[config.mk]
export PLATFORM = sky130hd
export DESIGN_NAME = rv32i_psram_lsu_flat
export DESIGN_NICKNAME = d
export VERILOG_FILES = /design/src/rtl/rv32i_psram_lsu_pkg.sv /design/src/rtl/rv32i_psram_lsu_if.sv /design/src/rtl/rv32i_psram_lsu_load_align.sv /design/src/rtl/rv32i_psram_lsu.sv /design/src/flat_wrapper.sv
export SDC_FILE = /design/constraint.sdc
export NUM_CORES = 1
export LEC_CHECK = 0
export CAP_MARGIN = 10
export CORE_MARGIN = 5
export CORE_UTILIZATION = 40
export DETAILED_ROUTE_END_ITERATION = 10
export GPL_TIMING_DRIVEN = 0
export PLACE_DENSITY = 0.83
export SYNTH_ARGS = -nofsm -noshare
export SYNTH_HDL_FRONTEND = slang
export SYNTH_SLANG_ARGS = --single-unit
[constraint.sdc]
create_clock -name clk -period 4.8 [get_ports clk]
set_input_delay 0.72 -clock clk [delete_from_list [all_inputs] [get_ports clk]]
set_output_delay 0.72 -clock clk [all_outputs]
set_load 0.005 [all_outputs]
[src/rtl/rv32i_psram_lsu_pkg.sv]
// Shared types for the rv32i PSRAM load/store unit: access sizes, FSM states
// and the alignment rule used to reject misaligned requests.
package rv32i_psram_lsu_pkg;

  typedef enum logic [1:0] {
    LSU_B = 2'd0,
    LSU_H = 2'd1,
    LSU_W = 2'd2
  } lsu_size_e;

  typedef enum logic [2:0] {
    IDLE  = 3'd0,
    ISSUE = 3'd1,
    GUARD = 3'd2,
    WAIT  = 3'd3,
    RESP  = 3'd4
  } lsu_state_e;

  function automatic logic lsu_misaligned(lsu_size_e size, logic [1:0] addr_lo);
    return ((size == LSU_H) && addr_lo[0]) || ((size == LSU_W) && (addr_lo != 2'b00));
  endfunction

endpackage

[src/rtl/rv32i_psram_lsu_if.sv]
// 16-bit PSRAM controller bus as seen by the LSU (master) and controller (slave).
interface rv32i_psram_lsu_if #(
  parameter int unsigned ADDR_W = 23
);
  logic [ADDR_W-2:0] ps_addr;
  logic [15:0]       ps_data_in;
  logic              ps_write_en;
  logic              ps_read_en;
  logic              ps_write_high_byte;
  logic              ps_write_low_byte;
  logic              ps_busy;
  logic              ps_read_avail;
  logic [15:0]       ps_data_out;

  modport master (
    output ps_addr, ps_data_in, ps_write_en, ps_read_en,
           ps_write_high_byte, ps_write_low_byte,
    input  ps_busy, ps_read_avail, ps_data_out
  );

  modport slave (
    input  ps_addr, ps_data_in, ps_write_en, ps_read_en,
           ps_write_high_byte, ps_write_low_byte,
    output ps_busy, ps_read_avail, ps_data_out
  );
endinterface

[src/rtl/rv32i_psram_lsu_load_align.sv]
// Load data alignment: selects the addressed byte/half/word from the captured
// PSRAM beats and sign- or zero-extends it to 32 bits.
module lsu_load_align
  import rv32i_psram_lsu_pkg::*;
(
  input  logic [15:0] beat0,
  input  logic [15:0] beat1,
  input  logic        addr0,
  input  lsu_size_e   size,
  input  logic        is_unsigned,
  output logic [31:0] rdata
);
  logic [7:0] lane_b;

  always_comb begin
    lane_b = addr0 ? beat0[15:8] : beat0[7:0];
    rdata  = '0;
    case (size)
      LSU_B:   rdata = {{24{~is_unsigned & lane_b[7]}}, lane_b};
      LSU_H:   rdata = {{16{~is_unsigned & beat0[15]}}, beat0};
      LSU_W:   rdata = {beat1, beat0};
      default: rdata = '0;
    endcase
  end
endmodule

[src/rtl/rv32i_psram_lsu.sv]
// rv32i MA-stage load/store unit onto a 16-bit PSRAM controller.
// Optional one-entry store buffer: define RV32I_LSU_STORE_BUFFER_EN.
module rv32i_psram_lsu
  import rv32i_psram_lsu_pkg::*;
#(
  parameter int unsigned ADDR_W = 23
) (
  input  logic        clk,
  input  logic        reset_n,
  input  logic        req_valid,
  input  logic        req_we,
  input  lsu_size_e   req_size,
  input  logic        req_unsigned,
  input  logic [31:0] req_addr,
  input  logic [31:0] req_wdata,
  output logic        stall,
  output logic        rsp_valid,
  output logic [31:0] rsp_rdata,
  output logic        misaligned,
  rv32i_psram_lsu_if.master ps
);
  localparam logic [ADDR_W-2:0] WADDR_ONE = {{(ADDR_W-2){1'b0}}, 1'b1};

  lsu_state_e        state_q, state_d;
  lsu_size_e         size_q;
  logic              we_q, uns_q, addr0_q, mis_q, beat_q;
  logic [15:0]       wdata_hi_q, beat0_q, beat1_q, ps_data_q;
  logic [ADDR_W-2:0] ps_addr_q;
  logic              ps_hi_q, ps_lo_q;
  logic              mis_now, accept, issue, beat_done, next_beat, stall_raw;
  logic [31:0]       align_rdata;
  logic              unused_addr;

  assign mis_now     = lsu_misaligned(req_size, req_addr[1:0]);
  assign unused_addr = ^req_addr[31:ADDR_W];

  always_comb begin
    state_d   = state_q;
    accept    = 1'b0;
    issue     = 1'b0;
    beat_done = 1'b0;
    next_beat = 1'b0;
    case (state_q)
      IDLE: if (req_valid) begin
        accept  = 1'b1;
        state_d = mis_now ? RESP : ISSUE;
      end
      ISSUE: if (!ps.ps_busy) begin
        issue   = 1'b1;
        state_d = GUARD;
      end
      GUARD: state_d = WAIT;
      WAIT: begin
        beat_done = we_q ? !ps.ps_busy : ps.ps_read_avail;
        if (beat_done) begin
          next_beat = (size_q == LSU_W) && !beat_q;
          state_d   = next_beat ? ISSUE : RESP;
        end
      end
      RESP:    state_d = IDLE;
      default: state_d = IDLE;
    endcase
  end

`ifdef RV32I_LSU_STORE_BUFFER_EN
  // buf_q marks the in-flight access as a posted store: the core was already
  // acknowledged, so only a new request is held back while it drains.
  logic buf_q, ack_q;

  always_comb begin
    stall_raw = 1'b0;
    if (state_q == IDLE)
      stall_raw = req_valid && !(req_we && !mis_now);
    else if (buf_q)
      stall_raw = req_valid;
    else
      stall_raw = (state_q != RESP);
  end

  assign rsp_valid = ack_q || ((state_q == RESP) && !mis_q && !buf_q);

  always_ff @(posedge clk or negedge reset_n) begin
    if (!reset_n) begin
      buf_q <= 1'b0;
      ack_q <= 1'b0;
    end else begin
      ack_q <= accept && req_we && !mis_now;
      if (accept)
        buf_q <= req_we && !mis_now;
      else if (state_q == RESP)
        buf_q <= 1'b0;
    end
  end
`else
  assign stall_raw = (state_q == IDLE) ? req_valid : (state_q != RESP);
  assign rsp_valid = (state_q == RESP) && !mis_q;
`endif

  assign stall      = reset_n && stall_raw;
  assign misaligned = (state_q == RESP) && mis_q;
  assign rsp_rdata  = ((state_q == RESP) && !mis_q && !we_q) ? align_rdata : '0;

  assign ps.ps_read_en         = issue && !we_q;
  assign ps.ps_write_en        = issue && we_q;
  assign ps.ps_addr            = ps_addr_q;
  assign ps.ps_data_in         = ps_data_q;
  assign ps.ps_write_high_byte = ps_hi_q;
  assign ps.ps_write_low_byte  = ps_lo_q;

  always_ff @(posedge clk or negedge reset_n) begin
    if (!reset_n) begin
      state_q    <= IDLE;
      size_q     <= LSU_B;
      we_q       <= 1'b0;
      uns_q      <= 1'b0;
      addr0_q    <= 1'b0;
      mis_q      <= 1'b0;
      beat_q     <= 1'b0;
      wdata_hi_q <= '0;
      beat0_q    <= '0;
      beat1_q    <= '0;
      ps_data_q  <= '0;
      ps_addr_q  <= '0;
      ps_hi_q    <= 1'b0;
      ps_lo_q    <= 1'b0;
    end else begin
      state_q <= state_d;
      if (accept) begin
        we_q       <= req_we;
        size_q     <= req_size;
        uns_q      <= req_unsigned;
        addr0_q    <= req_addr[0];
        mis_q      <= mis_now;
        beat_q     <= 1'b0;
        wdata_hi_q <= req_wdata[31:16];
        if (!mis_now) begin
          ps_addr_q <= req_addr[ADDR_W-1:1];
          if (req_size == LSU_B) begin
            ps_data_q <= {2{req_wdata[7:0]}};
            ps_hi_q   <= req_addr[0];
            ps_lo_q   <= ~req_addr[0];
          end else begin
            ps_data_q <= req_wdata[15:0];
            ps_hi_q   <= 1'b1;
            ps_lo_q   <= 1'b1;
          end
        end
      end
      if (beat_done && !we_q) begin
        if (beat_q) beat1_q <= ps.ps_data_out;
        else        beat0_q <= ps.ps_data_out;
      end
      if (next_beat) begin
        beat_q    <= 1'b1;
        ps_addr_q <= ps_addr_q + WADDR_ONE;
        ps_data_q <= wdata_hi_q;
      end
    end
  end

  lsu_load_align u_align (
    .beat0       (beat0_q),
    .beat1       (beat1_q),
    .addr0       (addr0_q),
    .size        (size_q),
    .is_unsigned (uns_q),
    .rdata       (align_rdata)
  );
endmodule

[src/flat_wrapper.sv]
// flat-port wrapper written by rule: the top's interface ports become plain ports
module rv32i_psram_lsu_flat import rv32i_psram_lsu_pkg::*;
#(
  parameter int unsigned ADDR_W = 23
)
  (clk, reset_n, req_valid, req_we, req_size, req_unsigned, req_addr, req_wdata, stall, rsp_valid, rsp_rdata, misaligned, ps_ps_addr, ps_ps_data_in, ps_ps_write_en, ps_ps_read_en, ps_ps_write_high_byte, ps_ps_write_low_byte, ps_ps_busy, ps_ps_read_avail, ps_ps_data_out);
  rv32i_psram_lsu_if #(.ADDR_W(ADDR_W)) ps_i ();
  input  logic clk;
  input  logic reset_n;
  input  logic req_valid;
  input  logic req_we;
  input  lsu_size_e req_size;
  input  logic req_unsigned;
  input  logic [31:0] req_addr;
  input  logic [31:0] req_wdata;
  output logic stall;
  output logic rsp_valid;
  output logic [31:0] rsp_rdata;
  output logic misaligned;
  output wire logic [$bits(ps_i.ps_addr)-1:0] ps_ps_addr;
  output wire logic [$bits(ps_i.ps_data_in)-1:0] ps_ps_data_in;
  output wire logic [$bits(ps_i.ps_write_en)-1:0] ps_ps_write_en;
  output wire logic [$bits(ps_i.ps_read_en)-1:0] ps_ps_read_en;
  output wire logic [$bits(ps_i.ps_write_high_byte)-1:0] ps_ps_write_high_byte;
  output wire logic [$bits(ps_i.ps_write_low_byte)-1:0] ps_ps_write_low_byte;
  input wire logic [$bits(ps_i.ps_busy)-1:0] ps_ps_busy;
  input wire logic [$bits(ps_i.ps_read_avail)-1:0] ps_ps_read_avail;
  input wire logic [$bits(ps_i.ps_data_out)-1:0] ps_ps_data_out;
  assign ps_ps_addr = ps_i.ps_addr;
  assign ps_ps_data_in = ps_i.ps_data_in;
  assign ps_ps_write_en = ps_i.ps_write_en;
  assign ps_ps_read_en = ps_i.ps_read_en;
  assign ps_ps_write_high_byte = ps_i.ps_write_high_byte;
  assign ps_ps_write_low_byte = ps_i.ps_write_low_byte;
  assign ps_i.ps_busy = ps_ps_busy;
  assign ps_i.ps_read_avail = ps_ps_read_avail;
  assign ps_i.ps_data_out = ps_ps_data_out;
  rv32i_psram_lsu #(.ADDR_W(ADDR_W)) u_core (.clk(clk), .reset_n(reset_n), .req_valid(req_valid), .req_we(req_we), .req_size(req_size), .req_unsigned(req_unsigned), .req_addr(req_addr), .req_wdata(req_wdata), .stall(stall), .rsp_valid(rsp_valid), .rsp_rdata(rsp_rdata), .misaligned(misaligned), .ps(ps_i));
endmodule
==> metrics.md <==
| Metric | Value |
|---|---|
| Outcome | completed |
| Async set or reset register ratio after synthesis | 100% |
| Non-Filler Instances | 846 |
| Total CTS buffers | 9 |
| DRC violations left | 0 |
| Final worst setup slack | 1.34 ns |
| Initial Utilization | between 40% and 50% |
| Slew @ Worst Pin | between 0.8 and 0.9 ns |
| Syn nets | about 600 |
| DR iter-0 viols | ~310 |
| Gp weighted congestion | between 0.9 and 1 |
| Share of cells above drive strength 1 | around 18% |
| Cell count of the worst reg-to-reg path | 5 |
| Clk_lat worst skew | about 0.35 ns |
| Core Footprint | roughly 13,000 um^2 |
| Placed Cells | 830 |
| Per-cell routed wire length | about 18 um |
| Die ar. | roughly 15,000 um^2 |
| Layout Skew | about 0.0042 ns |
| Post-synthesis register bit count | approximately 100 |
| Hold Crit Class | in2async |
| Period utilisation layout | between 70 and 80% |
| 1st-pass router iterations | 4 |
| DP HPWL | about 12 mm |
| Post-CTS Hold Buffers | 0 |
| Placement Rows | between 40 and 50 |
| Post-synthesis instance total | 501 |
| Crit path DAT | 2.74 ns |
| Fmax | slightly below 0.3 GHz |
| Total gr overflow | 0 |
| CP Capture Type | output pin |
| Pwr per Cell Area | around 560 nW/um^2 |
| Number of flops mapped to enable cells by yosys | 0 |
| Vias in the first global route | about 4,700 |
| Worst path max stage delay | 0.53 ns |
| Critical Path RT | between 4 and 5 ns |
| Clock transition at path regs | approximately 0.07 ns |
| RSZ-0062 raised after global routing | false |
| Synth warn | 0 |
| CTS H-tree depth | 3 |
| Die width | 123 um |
| Vias per inst | 5.45 |
| Top Ports | between 150 and 200 |
| Hold Vio Cnt, Final | 0 |
| Final setup viols | 0 |
| Initial antenna violation count | 0 |
| Max cap viols | 0 |
| Slowest stage cell, crit path | a21oi_1 |
| # Post-CTS Setup Buffers | 0 |
| GRT Total Usage | between 20% and 30% |
| Static leakage | approximately 2.8 nW |
| Worst Setup SP | u_core.size_q[0]$_DFFE_PN0P_ |
| CTS tree | yes |
| Global-route wire length before repair | 24.1 mm |
| Antenna Nets Post-Route | 0 |
| Post-Route WL | around 15 mm |
| Detailed-route via count | 4,614 |
| Synthesized area | 5070 um^2 |
| Resize count post-CTS | 0 |
| Max VDD drop | approximately 280 uV |
| Die height | ~120 um |
| Largest net degree at the start of global routing | 63 |
| Dpl ws | between 1.5 and 2 ns |
| Clk Tree Root Cell | clkbuf_16 |
| Area growth from synthesis to layout | 41.4% |
| Final-stage net count | approximately 760 |
| Synth cell types | 60 |
| Clock Tree Buf Depth | 2 |
| Most used cell, CP | a21oi_1 |
| Clock period minus worst slack | 3.46 ns |
| Clock sinks | 98 |
| Rel. slew slack | between 40 and 50% |
| Critical path endpoint | rsp_rdata[4] |
| Ant diodes | 0 |
| Util after Layout | a little under three fifths |
| Crit path max fanout | 10 |
| Seq/Total Area, Yosys | about half |
| Syn_area_per_cell | ~10 um^2 |
| CP cell instances | clkbuf_1 -> inv_1 -> a21oi_1 -> a21oi_1 -> nor2_1 -> clkdlybuf4s50_1 |
| Worst R2R Start | u_core.state_q[2]$_DFFE_PN0P_ |
| Type of origin of the critical path | register |
| Worst r2r dst | u_core.beat0_q[12]$_DFFE_PN0P_ |
| Flop-to-flop setup slack | 2.77 ns |
| Final Max Tran Viols | 0 |
| I/O Buffers | approximately 160 |
| Top FF cell, synth | dfrtp_1 |
| WS Path Type | reg2out |
## power breakdown
group	internal, mW	leakage (nW)	switching [mW]	total (mW)
sequential	1.23	1.16	0.340	1.57
combinational	0.928	1.53	0.797	1.72
clock	0.433	0.153	0.315	0.748
total	2.59	2.84	1.45	4.05
## how the worst min path moves through the flow
stage | start | end
6_report | reset_n | u_core.beat0_q[1]$_DFFE_PN0P_
5_1_grt | u_core.beat1_q[9]$_DFFE_PN0P_ | u_core.beat1_q[9]$_DFFE_PN0P_
4_1_cts | reset_n | u_core.beat1_q[1]$_DFFE_PN0P_
3_5_place_dp | u_core.beat1_q[10]$_DFFE_PN0P_ | u_core.beat1_q[10]$_DFFE_PN0P_
3_3_place_gp | u_core.beat1_q[10]$_DFFE_PN0P_ | u_core.beat1_q[10]$_DFFE_PN0P_
2_1_floorplan | reset_n | u_core.addr0_q$_DFFE_PN0P_
## metal layers
| layer | share of wire, % | track usage (%) | vias up |
|---|---|---|---|
| met4 | 2.7 | 8.19 | 0 |
| li1 | - | - | 2140 |
| met1 | 42 | 26.0 | 2231 |
| met5 | 0 | 0 | - |
| met2 | 46 | 32.9 | 213 |
| met3 | 8.8 | 6.13 | 30 |
## metrics by stage
stage	hold slack (ns)	total power, mW	area [um^2]	setup TNS (ns)
2_1_floorplan	0.424	2.53	5070	0
3_3_place_gp	0.474	3.22	6850	-65.41
4_1_cts	0.483	4.07	7170	0
6_report	0.452	4.05	7170	0
5_1_grt	0.506	4.31	7170	0
3_5_place_dp	0.482	3.31	6860	0
## placed cells by master (no fill, tap or decap), drive strengths merged, types with 9 or more instances in the layout
cell type	n
clkdlybuf4s50	155
dfrtp	98
nand2	66
nor2	64
mux2	52
a21oi	43
buf	26
nand3	23
clkbuf	23
o22ai	13
o221a	12
a22oi	9
## cell families (layout without fill, tap and decap cells)
| kind of cell | after synthesis | in the layout | share of synthesized area [%] |
|---|---|---|---|
| buf+inv | 38 | 211 | 4.10 |
| mux | 54 | 54 | 11.9 |
| flops | 98 | 98 | 48.4 |
| fa+ha+maj | 1 | 1 | 0.247 |
| simple gates | 198 | 198 | 19.2 |
| compound gates | 112 | 112 | 16.1 |
## sequential cells by signal, summed over array words and instances (netlist names)
| register | cells |
|---|---|
| u_core.uns_q | 1 |
| u_core.mis_q | 1 |
| u_core.size_q | 2 |
| u_core.ps.ps_data_in | 16 |
| u_core.we_q | 1 |
| u_core.wdata_hi_q | 16 |
| u_core.beat0_q | 16 |
| u_core.addr0_q | 1 |
| u_core.ps.ps_write_low_byte | 1 |
| u_core.ps.ps_addr | 22 |
| u_core.ps.ps_write_high_byte | 1 |
| u_core.beat1_q | 16 |
| u_core.beat_q | 1 |
| u_core.state_q | 3 |
## worst max-delay path: cells and delay by family (launching register included)
kind | cells | cell delay (ns)
and+or+nand+nor | 1 | 0.16
DFF | 1 | 0.43
AOI/OAI and AO/OA | 2 | 0.69
buffers and inverters | 3 | 1.10
## cells in the mapped netlist (10+ instances only)
master    count  share of area, %
o22ai_1      13               1.6
nand2_1      66               4.9
dfrtp_1      98                48
clkbuf_1     11              0.81
a21oi_2      10               1.7
mux2_2       42               9.3
a21oi_1      33               3.3
o221a_2      12               2.7
mux2_1       10               2.2
nand3_1      22               2.2
buf_2        13               1.3
nor2_1       63               4.7
## layout make-up
cell class / count / area, um^2
plain buffers: 35 / 196
clock buffers: 12 / 256
clock inverters: 4 / 48.8
fillers: 1096 / 5350
inverters: 3 / 11.3
multi-input cells: 365 / 2410
flip-flops and latches: 98 / 2450
well taps: 172 / 215
repair buffers: 157 / 1580
Note: power is estimated with default switching activity, not from simulation.
==> variant: new RTL, config.mk and constraints unchanged <==
`ADDR_W` is set to 23 in 3 places; all go to 31.
--- a/src/rtl/rv32i_psram_lsu_if.sv
+++ b/src/rtl/rv32i_psram_lsu_if.sv
@@ -1,6 +1,6 @@
 // 16-bit PSRAM controller bus as seen by the LSU (master) and controller (slave).
 interface rv32i_psram_lsu_if #(
-  parameter int unsigned ADDR_W = 23
+  parameter int unsigned ADDR_W = 31
 );
   logic [ADDR_W-2:0] ps_addr;
   logic [15:0]       ps_data_in;
--- a/src/rtl/rv32i_psram_lsu.sv
+++ b/src/rtl/rv32i_psram_lsu.sv
@@ -3,7 +3,7 @@
 module rv32i_psram_lsu
   import rv32i_psram_lsu_pkg::*;
 #(
-  parameter int unsigned ADDR_W = 23
+  parameter int unsigned ADDR_W = 31
 ) (
   input  logic        clk,
   input  logic        reset_n,
--- a/src/flat_wrapper.sv
+++ b/src/flat_wrapper.sv
@@ -1,7 +1,7 @@
 // flat-port wrapper written by rule: the top's interface ports become plain ports
 module rv32i_psram_lsu_flat import rv32i_psram_lsu_pkg::*;
 #(
-  parameter int unsigned ADDR_W = 23
+  parameter int unsigned ADDR_W = 31
 )
   (clk, reset_n, req_valid, req_we, req_size, req_unsigned, req_addr, req_wdata, stall, rsp_valid, rsp_rdata, misaligned, ps_ps_addr, ps_ps_data_in, ps_ps_write_en, ps_ps_read_en, ps_ps_write_high_byte, ps_ps_write_low_byte, ps_ps_busy, ps_ps_read_avail, ps_ps_data_out);
   rv32i_psram_lsu_if #(.ADDR_W(ADDR_W)) ps_i ();
Ports: changed (resized ps_ps_addr); port bits go from 166 to 174. The function was not compared with the original's and may differ.
==> variant against the unedited design <==
  * Utilization down 0.15 points
  * Total power up 8.3%
  * Worst setup slack worse by 0.25 ns
  * Critical path type unchanged
  * Via count up 18%
  * Cell area up 9.8%
  * Synthesized area up 10%
  * Wire length up 19%
  * Synthesized cell count up 22%
  * Sequential power up 9%
  * Critical path depth up 3
  * Sequential cell count up 8
==> variant: results (changes against the unedited design) <==
FF2FF_SETUP_SLACK_NS=2.43  # was 2.77 ns
GRT_PASS1_VIAS=5355  # was 4,703
NETS=883  # was 759
MET2_GRT_UTIL_PCT=34.6  # was 32.9%
P_PER_AREA_mW_PER_MM2=557  # was 564 mW/mm^2
SEQPWRFRAC_PCT=39.1  # was 38.9%
DP_SLACK_NS=1.49  # was 1.73 ns
FINAL.SETUP_SKEW_NS=0.0112  # was 0.00423 ns
SYNTH.YOSYS.SEQ_AREA_SHARE_PCT=47.4  # was 48.4%
INTERNAL-POWER_W=0.00271  # was 0.00259 W
M1WIRELENGTH_UM=7760  # was 6330 um
GRT_UTIL_MET3_PCT=4.04  # was 6.13%
DP_HPWL_UM=13200  # was 11,500 um
POWER.STATIC_LEAKAGE_nW=3.22  # was 2.84 nW
FMAX_GHz=0.269  # was 0.289 GHz
GRT_PASS1_WL_UM=28400  # was 24,100 um
SYNTH_AREA_LEADERS='sky130_fd_sc_hd__dfrtp_1 47%, sky130_fd_sc_hd__nand2_1 8.9%, sky130_fd_sc_hd__nor2_1 4.5%, sky130_fd_sc_hd__mux2_2 4.4%, sky130_fd_sc_hd__a21oi_1 3.4%'  # was sky130_fd_sc_hd__dfrtp_1 48%, sky130_fd_sc_hd__mux2_2 9.3%, sky130_fd_sc_hd__nand2_1 4.9%, sky130_fd_sc_hd__nor2_1 4.7%, sky130_fd_sc_hd__a21oi_1 3.3%
SYNTH_FA_HA_AREA_SHARE_PCT=0.224  # was 0.247%
BUFFER_PORTS.INSERTED=172  # was 156
YS_TYPES=61  # was 60
WORST_HOLD_SLACK_NS=0.396  # was 0.452 ns
YOSYS-TOP-CELLS-COUNT='133 x sky130_fd_sc_hd__nand2_1, 106 x sky130_fd_sc_hd__dfrtp_1, 67 x sky130_fd_sc_hd__nor2_1'  # was 98 x sky130_fd_sc_hd__dfrtp_1, 66 x sky130_fd_sc_hd__nand2_1, 63 x sky130_fd_sc_hd__nor2_1
STATUS='complete, no violations'  # unchanged
FIRSTDRTPASSITERS=5  # was 4
OVERALL_GLOBAL_ROUTING_RESOURCE_USAGE_PCT=21.9  # was 20.5%
LAYOUT-DRIVE-GT1-SHARE_PCT=10.4  # was 17.7%
MET3_LENGTH_UM=1100  # was 1330 um
FILLCELLCOUNT=1247  # was 1,096
TIMING_WORST_SLEW_PIN_VALUE_NS=0.869  # was 0.800 ns
COMB-POWER_W=0.00190  # was 0.00172 W
==> variant: changes by cell type in the layout (fill, tap and decap cells not counted), moves of 7 or more <==
cell / before / now
sky130_fd_sc_hd__dfrtp_1: 98 / 106
sky130_fd_sc_hd__and3_1: 3 / 10
sky130_fd_sc_hd__a21oi_2: 10 / 0
sky130_fd_sc_hd__mux2_2: 42 / 22
sky130_fd_sc_hd__clkbuf_1: 12 / 22
sky130_fd_sc_hd__nand2_1: 66 / 133
sky130_fd_sc_hd__clkdlybuf4s50_1: 155 / 171
==> variant: final cells by class <==
cell class                 instances  share of cell area, %
buffer                            40                   2.37
clock inverter                     6                  0.938
timing repair buffer             173                   22.2
sequential                       106                   33.7
multi-input combinational        457                   34.7
tap                              180                   2.86
inverter                           6                  0.286
clock buffer                      10                   2.91
==> variant: metrics by stage <==
stage,area [um^2],std cells,utilization [%]
5_1_grt,7870,978,57.1
6_report,7870,978,57.1
3_3_place_gp,7540,961,54.8
3_5_place_dp,7570,962,54.9
4_1_cts,7870,978,57.1
2_1_floorplan,5590,609,-
==> variant: kinds of logic after synthesis <==
| kind of cell | count (synthesis) |
|---|---|
| adder cells (fa/ha/maj) | 1 |
| buffers and inverters | 46 |
| AND/OR/NAND/NOR | 296 |
| flip-flops | 106 |
| AO/OA/AOI/OAI | 125 |
| multiplexers | 35 |
==> variant: path summary, 6_finish.rpt <==
path	endpoint	depth (start not counted)	start
max	rsp_rdata[21]	9	u_core.state_q[1]
min	u_core.ps.ps_addr[5]	1	reset_n
max reg2reg	u_core.beat1_q[12]	6	u_core.state_q[0]
min reg2reg	u_core.wdata_hi_q[7]	2	u_core.wdata_hi_q[7]
max in group asynchronous	u_core.wdata_hi_q[0]	2	reset_n
min in group clk	u_core.wdata_hi_q[7]	2	u_core.wdata_hi_q[7]
